$ cat config.mk
export PLATFORM = sky130hd
export DESIGN_NAME = bp_bpred_trace_replay_flat
export DESIGN_NICKNAME = d
export VERILOG_FILES = /design/src/rtl/bp_bpred_trace_replay_if.sv /design/src/rtl/bp_bpred_trace_replay.sv /design/src/flat_wrapper.sv
export SDC_FILE = /design/constraint.sdc
export NUM_CORES = 1
export LEC_CHECK = 0
export CAP_MARGIN = 0
export CORE_ASPECT_RATIO = 0.5
export CORE_MARGIN = 8
export CORE_UTILIZATION = 51
export DETAILED_ROUTE_END_ITERATION = 8
export MAX_ROUTING_LAYER = met4
export PLACE_DENSITY = 0.89
export SKIP_LAST_GASP = 1
export SLEW_MARGIN = 20
export SYNTH_ARGS = -nofsm -noshare
export SYNTH_HDL_FRONTEND = slang
export SYNTH_SLANG_ARGS = --single-unit
$ cat constraint.sdc
create_clock -name clk_i -period 2.7 [get_ports clk_i]
set_clock_uncertainty 0.2 [all_clocks]
set_input_delay 0.405 -clock clk_i [delete_from_list [all_inputs] [get_ports clk_i]]
set_output_delay 0.405 -clock clk_i [all_outputs]
set_load 0.03 [all_outputs]
$ cat src/rtl/bp_bpred_trace_replay_if.sv
// Loader-side record port and BHT write port of the branch-predictor trace replay engine.
// The master modport is the host/loader side; the slave modport is the replay engine.
interface bp_bpred_trace_replay_if #(
    parameter int unsigned bht_idx_width_p = 9,
    parameter int unsigned gap_width_p     = 8
) ();
    logic                       rec_v_i;
    logic [bht_idx_width_p-1:0] rec_idx_i;
    logic                       rec_correct_i;
    logic                       rec_last_i;
    logic                       rec_ready_o;
    logic                       start_i;
    logic [gap_width_p-1:0]     gap_i;
    logic                       w_v_o;
    logic [bht_idx_width_p-1:0] idx_w_o;
    logic                       correct_o;
    logic                       w_yumi_i;
    logic                       busy_o;
    logic                       done_o;
    logic [31:0]                replay_count_o;
    logic [31:0]                miss_count_o;

    modport master (
        output rec_v_i, rec_idx_i, rec_correct_i, rec_last_i, start_i, gap_i, w_yumi_i,
        input  rec_ready_o, w_v_o, idx_w_o, correct_o, busy_o, done_o,
               replay_count_o, miss_count_o
    );

    modport slave (
        input  rec_v_i, rec_idx_i, rec_correct_i, rec_last_i, start_i, gap_i, w_yumi_i,
        output rec_ready_o, w_v_o, idx_w_o, correct_o, busy_o, done_o,
               replay_count_o, miss_count_o
    );
endinterface

$ cat src/rtl/bp_bpred_trace_replay.sv
// Replays buffered (BHT index, correct) records onto the BHT update port with optional
// idle gaps between accepted writes, counting replayed writes and mispredicts.
module bp_bpred_trace_replay #(
    parameter int unsigned bht_idx_width_p = 9,
    parameter int unsigned fifo_els_p      = 8,
    parameter int unsigned gap_width_p     = 8
) (
    input logic                    clk_i,
    input logic                    reset_i,
    bp_bpred_trace_replay_if.slave rp
);
    localparam int unsigned PtrW = $clog2(fifo_els_p);
    localparam logic [PtrW:0] Depth = (PtrW + 1)'(fifo_els_p);

    typedef struct packed {
        logic                       last;
        logic [bht_idx_width_p-1:0] idx;
        logic                       correct;
    } rec_t;

    typedef enum logic [1:0] {StIdle, StRun, StGap, StDone} state_e;

    state_e                 state_q;
    rec_t                   mem_q [fifo_els_p];
    logic [PtrW-1:0]        wr_q, rd_q;
    logic [PtrW:0]          cnt_q;
    logic [gap_width_p-1:0] gap_r_q, gap_cnt_q;
    logic [31:0]            replay_q, miss_q;
    logic                   busy_q, done_q;

    logic full, empty, enq, deq;
    rec_t head;

    assign full  = (cnt_q == Depth);
    assign empty = (cnt_q == '0);
    assign head  = mem_q[rd_q];

    // No bypass: a full FIFO refuses records even when the head is popped this cycle.
    assign rp.rec_ready_o = reset_i & ~full;
    assign enq            = rp.rec_v_i & rp.rec_ready_o;
    assign rp.w_v_o       = (state_q == StRun) & ~empty;
    assign deq            = rp.w_v_o & rp.w_yumi_i;

    assign rp.idx_w_o        = head.idx;
    assign rp.correct_o      = head.correct;
    assign rp.busy_o         = busy_q;
    assign rp.done_o         = done_q;
    assign rp.replay_count_o = replay_q;
    assign rp.miss_count_o   = miss_q;

    always_ff @(posedge clk_i) begin
        if (enq) begin
            mem_q[wr_q] <= '{last: rp.rec_last_i, idx: rp.rec_idx_i, correct: rp.rec_correct_i};
        end
    end

    always_ff @(posedge clk_i) begin
        if (!reset_i) begin
            state_q   <= StIdle;
            wr_q      <= '0;
            rd_q      <= '0;
            cnt_q     <= '0;
            gap_r_q   <= '0;
            gap_cnt_q <= '0;
            replay_q  <= '0;
            miss_q    <= '0;
            busy_q    <= 1'b0;
            done_q    <= 1'b0;
        end else begin
            if (enq) wr_q <= wr_q + 1'b1;
            if (deq) rd_q <= rd_q + 1'b1;
            if (enq && !deq) cnt_q <= cnt_q + 1'b1;
            else if (!enq && deq) cnt_q <= cnt_q - 1'b1;

            unique case (state_q)
                StIdle, StDone: begin
                    if (rp.start_i) begin
                        state_q  <= StRun;
                        gap_r_q  <= rp.gap_i;
                        replay_q <= '0;
                        miss_q   <= '0;
                        busy_q   <= 1'b1;
                        done_q   <= 1'b0;
                    end
                end
                StRun: begin
                    if (deq) begin
                        if (replay_q != '1) replay_q <= replay_q + 1'b1;
                        if (!head.correct && miss_q != '1) miss_q <= miss_q + 1'b1;
                        if (head.last) begin
                            state_q <= StDone;
                            busy_q  <= 1'b0;
                            done_q  <= 1'b1;
                        end else if (gap_r_q != '0) begin
                            state_q   <= StGap;
                            gap_cnt_q <= gap_r_q;
                        end
                    end
                end
                StGap: begin
                    // Leaving on a count of 1 yields exactly gap_r idle cycles.
                    gap_cnt_q <= gap_cnt_q - 1'b1;
                    if (gap_cnt_q == 1) state_q <= StRun;
                end
                default: state_q <= StIdle;
            endcase
        end
    end
endmodule

$ cat src/flat_wrapper.sv
// flat-port wrapper written by rule: the top's interface ports become plain ports
module bp_bpred_trace_replay_flat 
#(
    parameter int unsigned bht_idx_width_p = 9,
    parameter int unsigned fifo_els_p      = 8,
    parameter int unsigned gap_width_p     = 8
)
  (clk_i, reset_i, rp_rec_v_i, rp_rec_idx_i, rp_rec_correct_i, rp_rec_last_i, rp_start_i, rp_gap_i, rp_w_yumi_i, rp_rec_ready_o, rp_w_v_o, rp_idx_w_o, rp_correct_o, rp_busy_o, rp_done_o, rp_replay_count_o, rp_miss_count_o);
  bp_bpred_trace_replay_if #(.bht_idx_width_p(bht_idx_width_p), .gap_width_p(gap_width_p)) rp_i ();
  input logic clk_i;
  input logic reset_i;
  input wire logic [$bits(rp_i.rec_v_i)-1:0] rp_rec_v_i;
  input wire logic [$bits(rp_i.rec_idx_i)-1:0] rp_rec_idx_i;
  input wire logic [$bits(rp_i.rec_correct_i)-1:0] rp_rec_correct_i;
  input wire logic [$bits(rp_i.rec_last_i)-1:0] rp_rec_last_i;
  input wire logic [$bits(rp_i.start_i)-1:0] rp_start_i;
  input wire logic [$bits(rp_i.gap_i)-1:0] rp_gap_i;
  input wire logic [$bits(rp_i.w_yumi_i)-1:0] rp_w_yumi_i;
  output wire logic [$bits(rp_i.rec_ready_o)-1:0] rp_rec_ready_o;
  output wire logic [$bits(rp_i.w_v_o)-1:0] rp_w_v_o;
  output wire logic [$bits(rp_i.idx_w_o)-1:0] rp_idx_w_o;
  output wire logic [$bits(rp_i.correct_o)-1:0] rp_correct_o;
  output wire logic [$bits(rp_i.busy_o)-1:0] rp_busy_o;
  output wire logic [$bits(rp_i.done_o)-1:0] rp_done_o;
  output wire logic [$bits(rp_i.replay_count_o)-1:0] rp_replay_count_o;
  output wire logic [$bits(rp_i.miss_count_o)-1:0] rp_miss_count_o;
  assign rp_i.rec_v_i = rp_rec_v_i;
  assign rp_i.rec_idx_i = rp_rec_idx_i;
  assign rp_i.rec_correct_i = rp_rec_correct_i;
  assign rp_i.rec_last_i = rp_rec_last_i;
  assign rp_i.start_i = rp_start_i;
  assign rp_i.gap_i = rp_gap_i;
  assign rp_i.w_yumi_i = rp_w_yumi_i;
  assign rp_rec_ready_o = rp_i.rec_ready_o;
  assign rp_w_v_o = rp_i.w_v_o;
  assign rp_idx_w_o = rp_i.idx_w_o;
  assign rp_correct_o = rp_i.correct_o;
  assign rp_busy_o = rp_i.busy_o;
  assign rp_done_o = rp_i.done_o;
  assign rp_replay_count_o = rp_i.replay_count_o;
  assign rp_miss_count_o = rp_i.miss_count_o;
  bp_bpred_trace_replay #(.bht_idx_width_p(bht_idx_width_p), .fifo_els_p(fifo_els_p), .gap_width_p(gap_width_p)) u_core (.clk_i(clk_i), .reset_i(reset_i), .rp(rp_i));
endmodule
# Word-level counts from Yosys, hierarchy flattened
# Memories as Yosys holds them, arrays and structs flattened. A register that Yosys moved wholly into a read port is not among the register bits.
# Cells that the tools add are included.
[op_classes]
n_addsub = 7
eq_ne = 16
muxes = 31
bitwise_logic = 6
n_reduce_logical = 19
[op_table]
columns = ["operator", "count"]
rows = [
  ["two-way mux 32 bit", 5],
  ["case mux 32 bit (2 select lines)", 2],
  ["adder 32 x 1 -> 32 bit (second input constant)", 2],
  ["inequality test 32 bit (second input constant)", 2],
  ["two-way mux 8 bit", 3],
  ["AND reduction 4 bit", 5],
  ["case mux 8 bit (2 select lines)", 1],
  ["two-way mux 2 bit", 5],
  ["inequality test 2 bit (second input constant)", 5],
  ["equality test 8 x 1 -> 1 bit (second input constant)", 1],
  ["two-way mux 1 bit", 8],
  ["two-way mux 4 bit", 2],
  ["nonzero test 8 bit", 1],
  ["subtractor 8 x 1 -> 8 bit (second input constant)", 1],
  ["adder 3 x 1 -> 3 bit (second input constant)", 2],
  ["two-way mux 3 bit", 2],
  ["inequality test 2 x 1 -> 1 bit (second input constant)", 3],
  ["case mux 2 bit (3 select lines)", 1],
  ["nonzero test 2 bit", 3],
  ["adder 4 x 1 -> 4 bit (second input constant)", 1],
  ["bitwise AND 1 bit", 4],
  ["equality test 2 bit (second input constant)", 2],
  ["equality test 4 bit (second input constant)", 1],
  ["zero test 4 bit", 1],
  ["10 further kinds", 16],
]
[word_totals]
register_bits = 94
ram_bits = 88
input_bits = 24
n_memories = 1
[mem_list]
columns = ["memory", "depth", "word_bits", "read_ports", "rd_clocked_by_memory_dff", "wr", "line", "text"]
rows = [
  ["u_core.mem_q", 8, 11, 1, 1, 1, "bp_bpred_trace_replay.sv:24", "rec_t mem_q [fifo_els_p];"],
]

# Longest topological paths before layout
[logic_depth]
word_depth = 8
mapped_depth = 14
ltp_nobuf = 13

# Least setup slack after synthesis
# Ideal clock, no wire load.
[synth_timing]
path_kind = "flip-flop to flip-flop"
startpoint = "register u_core.cnt_q[0]"
endpoint = "register u_core.cnt_q[3]"
setup_time_ns = 0.076
arrival_ns = 2.795
required_time_ns = 2.424
slack_ns = -0.370
path_stages_with_launch = 13
path_buffers = 1
synth_period_minus_slack_ns = 3.070
cell_sequence = "dfxtp_1 -> nor3_1 -> a21oi_1 -> and2_1 -> clkbuf_1 -> ha_1 -> inv_1 -> ha_1 -> a21o_1 -> a21oi_1 -> xnor2_1 -> or3_1 -> a21boi_0"
[synth_between]
elab_chain_len = 7
elab_cells_between_ends = 17
cone_classes = "add/sub (2); eq/ne (1); mux (2); bitwise (6); reduce/logical (6)"
[synth_lines]
columns = ["item", "line", "text"]
rows = [
  ["start, declared", "bp_bpred_trace_replay.sv:26", "logic [PtrW:0] cnt_q;"],
  ["start signal, assigned", "bp_bpred_trace_replay.sv:72", "if (enq && !deq) cnt_q <= cnt_q + 1'b1;"],
  ["start signal, assigned", "bp_bpred_trace_replay.sv:73", "else if (!enq && deq) cnt_q <= cnt_q - 1'b1;"],
  ["equality test 4 bit (*)", "bp_bpred_trace_replay.sv:34", "assign full = (cnt_q == Depth);"],
  ["inverter 1 bit (*)", "bp_bpred_trace_replay.sv:39", "assign rp.rec_ready_o = reset_i & ~full;"],
  ["bitwise AND 1 bit (*)", "bp_bpred_trace_replay.sv:39", ""],
  ["net rp_rec_ready_o", "flat_wrapper.sv:19", "output wire logic [$bits(rp_i.rec_ready_o)-1:0] rp_rec_ready_o;"],
  ["bitwise AND 1 bit (*)", "bp_bpred_trace_replay.sv:40", "assign enq = rp.rec_v_i & rp.rec_ready_o;"],
  ["net u_core.enq", "bp_bpred_trace_replay.sv:31", "logic full, empty, enq, deq;"],
  ["zero test 1 bit", "bp_bpred_trace_replay.sv:73", ""],
  ["logical AND 1 bit", "bp_bpred_trace_replay.sv:73", ""],
  ["nonzero test 2 bit (no line)", "n/a", ""],
]
# The timed path passes the listed nets; every way through them passes the cells marked *. The select of a mux whose other input is x is not followed.
# A chain may end at the register's enable or synchronous reset.

==> flow_summary.ini <==
[outcome]
status = finished clean

[power_and_ir_drop]
power_leakage_nw = 3.71
p_clk_share_pct = 29.9
power_frac_seq_pct = 40.1
p_sw_mw = 2.72
powerDensity_nw_per_um2 = 742
comb_power_share_pct = 30.0
cell_internal_pwr_mw = 5.35
sw_frac_of_total_pct = 33.7
ir_drop_uv = 573

[die]
floorplan.initialDensity_pct = 52.0
die_area_um2 = 21200
rows = 33
num_io_pins = 102
die_w_um = 198
coreArea_um2 = 16300
die_y_um = 107

[timing]
tightest_slew_ns = 0.542
fin_ws_ns = 0.0443
slew_headroom_pct = 63.7
slew_viol_final = 0
finalHoldViolations = 0
period_share_pct = 98.4
period_needed_ns = 2.66
finalSetupViolations = 0
rsz0062_at_grt = true
fmax_ghz = 0.377

[synthesis]
yosysSeqAreaShare_pct = 54.1
synth-seq-cells = 185
synth_cells = 789
yosys_warnings = 0
synth_fp_nets = 825
synth_edf_count = 88
async_reset_ff_share_pct = 0
ys_types = 69
synth_ff_type = dfxtp_1
syn_avg_cell_area_um2 = 10.7
syn_area_um2 = 8470

[route]
drtPass1Iterations = 5
postRouteAntennaNets = 0
routed-via-count = 7099
drc = 0
via_per_inst = 6.00
drt_iter0_markers = 449
drt_wl_total_mm = 22.8
wl_per_cell_um = 19.2

[critical_path]
critPathLaunchType = flop
endpoint_kind = output port
cp_common_cell = buf_4
arrival_ns = 2.05
critPathKind = flop to output port
cp_max_fo = 9
worst_path_max_delay_cell = mux4_2
required_ns = 2.10
critPathTopFamily = multiplexers
crit_buf_inv = 3
crit_chain = buf_12, buf_4, mux4_2, mux2_2, buf_4
critPathMaxStageDelay_ns = 0.50

[clock_tree]
clock_sinks = 185
cts_root_buf = clkbuf_16
cts_buffer_depth = 2
clock_latency_ns = 0.44
clk_pin_slew_ns = 0.07
cts_made_buffers = 17
cts-htree-levels = 4
tritoncts = built

[placement]
dp_slack_ns = -0.248
dp.cells = 1144
io_buffer_count = 101
place_congestion = 0.958
dpl.hpwl_mm = 15.5

[cells_and_area]
instances_no_fill = 1183
area_delta_synth_final_pct = 28.4
n_antenna_cell = 0
fillCellCount = 1159
nNetsFinal = 979
drive_above_1_share_pct = 17.9

[grt]
grt_max_degree = 39
grt_pass1_wl_mm = 36.5
antenna_found_initial = 0
grt_overflow = 0
grt_pass1_vias = 7108
track_usage_pct = 22.2

[hold_path]
hp-class = flop to flop

[job]
max_cap_violations = 0
## Yosys cell counts, types with 12 or more instances
cell type	count	area share, %
dfxtp_1	97	23
nand2_1	90	4.0
edfxtp_1	88	31
nor2_1	71	3.1
a21oi_1	49	2.9
nand3_1	34	2.0
clkbuf_1	26	1.2
nand4_1	24	1.8
mux4_2	22	5.8
o21ai_1	22	1.3
inv_1	17	0.75
o21ai_0	16	0.95
nor3_1	15	0.89
xnor2_1	13	1.3
and4_1	12	1.2
## routing by layer
| layer | routed length [um] | vias to the layer above | GRT usage [%] |
|---|---|---|---|
| li1 | - | 3279 | - |
| met1 | 9520 | 3449 | 26.1 |
| met2 | 11300 | 311 | 37.3 |
| met3 | 1310 | 60 | 3.63 |
| met4 | 655 | 0 | 10.6 |
| met5 | 0 | - | - |
## path summary, 6_finish.rpt
check | slack [ns] | to | startpoint | cells past startpoint
setup / recovery | 0.04 | rp_idx_w_o[7] | flop | 5
hold / removal | 0.27 | u_core.gap_r_q[3]$_SDFFE_PN0P_ | u_core.gap_r_q[3]$_SDFFE_PN0P_ | 2
setup reg to reg | 0.05 | u_core.cnt_q[3]$_SDFFE_PN0P_ | u_core.cnt_q[2]$_SDFFE_PN0P_ | 11
hold reg to reg | 0.27 | u_core.gap_r_q[3]$_SDFFE_PN0P_ | u_core.gap_r_q[3]$_SDFFE_PN0P_ | 2
## power by group through the flow
stage / clock network [mW] / registers, mW / logic, mW
4_1_cts: 2.43 / 3.23 / 2.36
6_report: 2.41 / 3.24 / 2.42
5_1_grt: 2.55 / 3.25 / 2.61
3_3_place_gp: 0 / 3.28 / 2.21
3_5_place_dp: 0 / 3.29 / 2.30
2_1_floorplan: 0 / 3.30 / 1.38
## cells by family (layout without fill, tap and decap cells)
family | count (synthesis) | count (layout) | synth area share [%]
AOI/OAI and AO/OA | 162 | 162 | 12.6
buffers and inverters | 57 | 224 | 2.67
muxes | 38 | 38 | 7.93
DFF | 185 | 185 | 54.1
and+or+nand+nor | 311 | 311 | 18.4
adders and majority gates | 12 | 12 | 1.86
xor gates and xnor gates | 24 | 24 | 2.48
## metrics by stage
stage | utilization, % | instance area (um2) | setup TNS (ns) | hold slack [ns] | total power [mW]
after floorplan | - | 8520 | -0.106 | 0.241 | 4.69
after global placement | 62.7 | 10200 | -0.140 | 0.254 | 5.49
after detailed placement | 62.7 | 10200 | -0.342 | 0.260 | 5.59
after CTS | 66.4 | 10800 | -0.00214 | 0.271 | 8.02
after global routing | 66.7 | 10900 | -0.132 | 0.308 | 8.41
final | 66.7 | 10900 | 0 | 0.270 | 8.07
## cell type report
class | count | area [um2] | area share [%]
multi-input combinational | 547 | 3720 | 34.2
timing repair buffer | 174 | 1640 | 15.1
sequential | 185 | 4590 | 42.2
inverter | 18 | 70.1 | 0.644
clock inverter | 14 | 134 | 1.23
clock buffer | 18 | 429 | 3.95
tap | 227 | 284 | 2.61
## state kept, by name, indices dropped and copies added, names as in the netlist, 3 cells and up, named ones only
signal and cells:
u_core.rd_q 3, u_core.gap_r_q 8, u_core.rp.replay_count_o 32, u_core.wr_q 3
u_core.rp.miss_count_o 32, u_core.cnt_q 4, u_core.gap_cnt_q 8, u_core.mem_q 88
## cell usage in the layout (no fill, tap or decap), types with 6 or more instances in the layout
master | Yosys | routed
nand4_1 | 24 | 24
clkdlybuf4s50_1 | 0 | 90
or3_1 | 11 | 11
nand2_1 | 90 | 90
inv_1 | 17 | 16
xnor2_1 | 13 | 13
mux2_2 | 9 | 9
nand2b_1 | 7 | 7
a31oi_1 | 11 | 10
clkbuf_16 | 0 | 17
a211oi_1 | 6 | 6
mux2i_1 | 6 | 6
o21a_1 | 6 | 6
nand3_1 | 34 | 34
and3_1 | 10 | 10
or4_1 | 7 | 7
dfxtp_1 | 97 | 94
edfxtp_1 | 88 | 88
xor2_1 | 11 | 11
nor2b_1 | 6 | 6
and4_1 | 12 | 12
nor4_1 | 6 | 6
o21ai_0 | 16 | 16
and2_1 | 8 | 7
mux4_2 | 22 | 22
nor2_1 | 71 | 71
a21oi_1 | 49 | 47
ha_1 | 11 | 8
o21ai_1 | 22 | 22
nor3_1 | 15 | 13
buf_4 | 0 | 70
buf_12 | 0 | 7
## repair_timing
item / CTS / global route
resized for setup: 34 / 11
hold buffers: 0 / 0
setup endpoints to repair: 7 / 21
gates cloned: 1 / 0
pin swaps: 0 / 1
buffers inserted: 2 / 4
## worst register-to-register path, stage by stage (launching register included)
cell	delay, ns
dfxtp_2	0.34
o41a_1	0.46
and2_4	0.17
inv_4	0.06
ha_4	0.13
inv_2	0.04
ha_1	0.27
a21o_1	0.19
a21oi_2	0.15
xnor2_1	0.09
or3_1	0.32
a21boi_1	0.15
(Power assumes the default switching activity.)
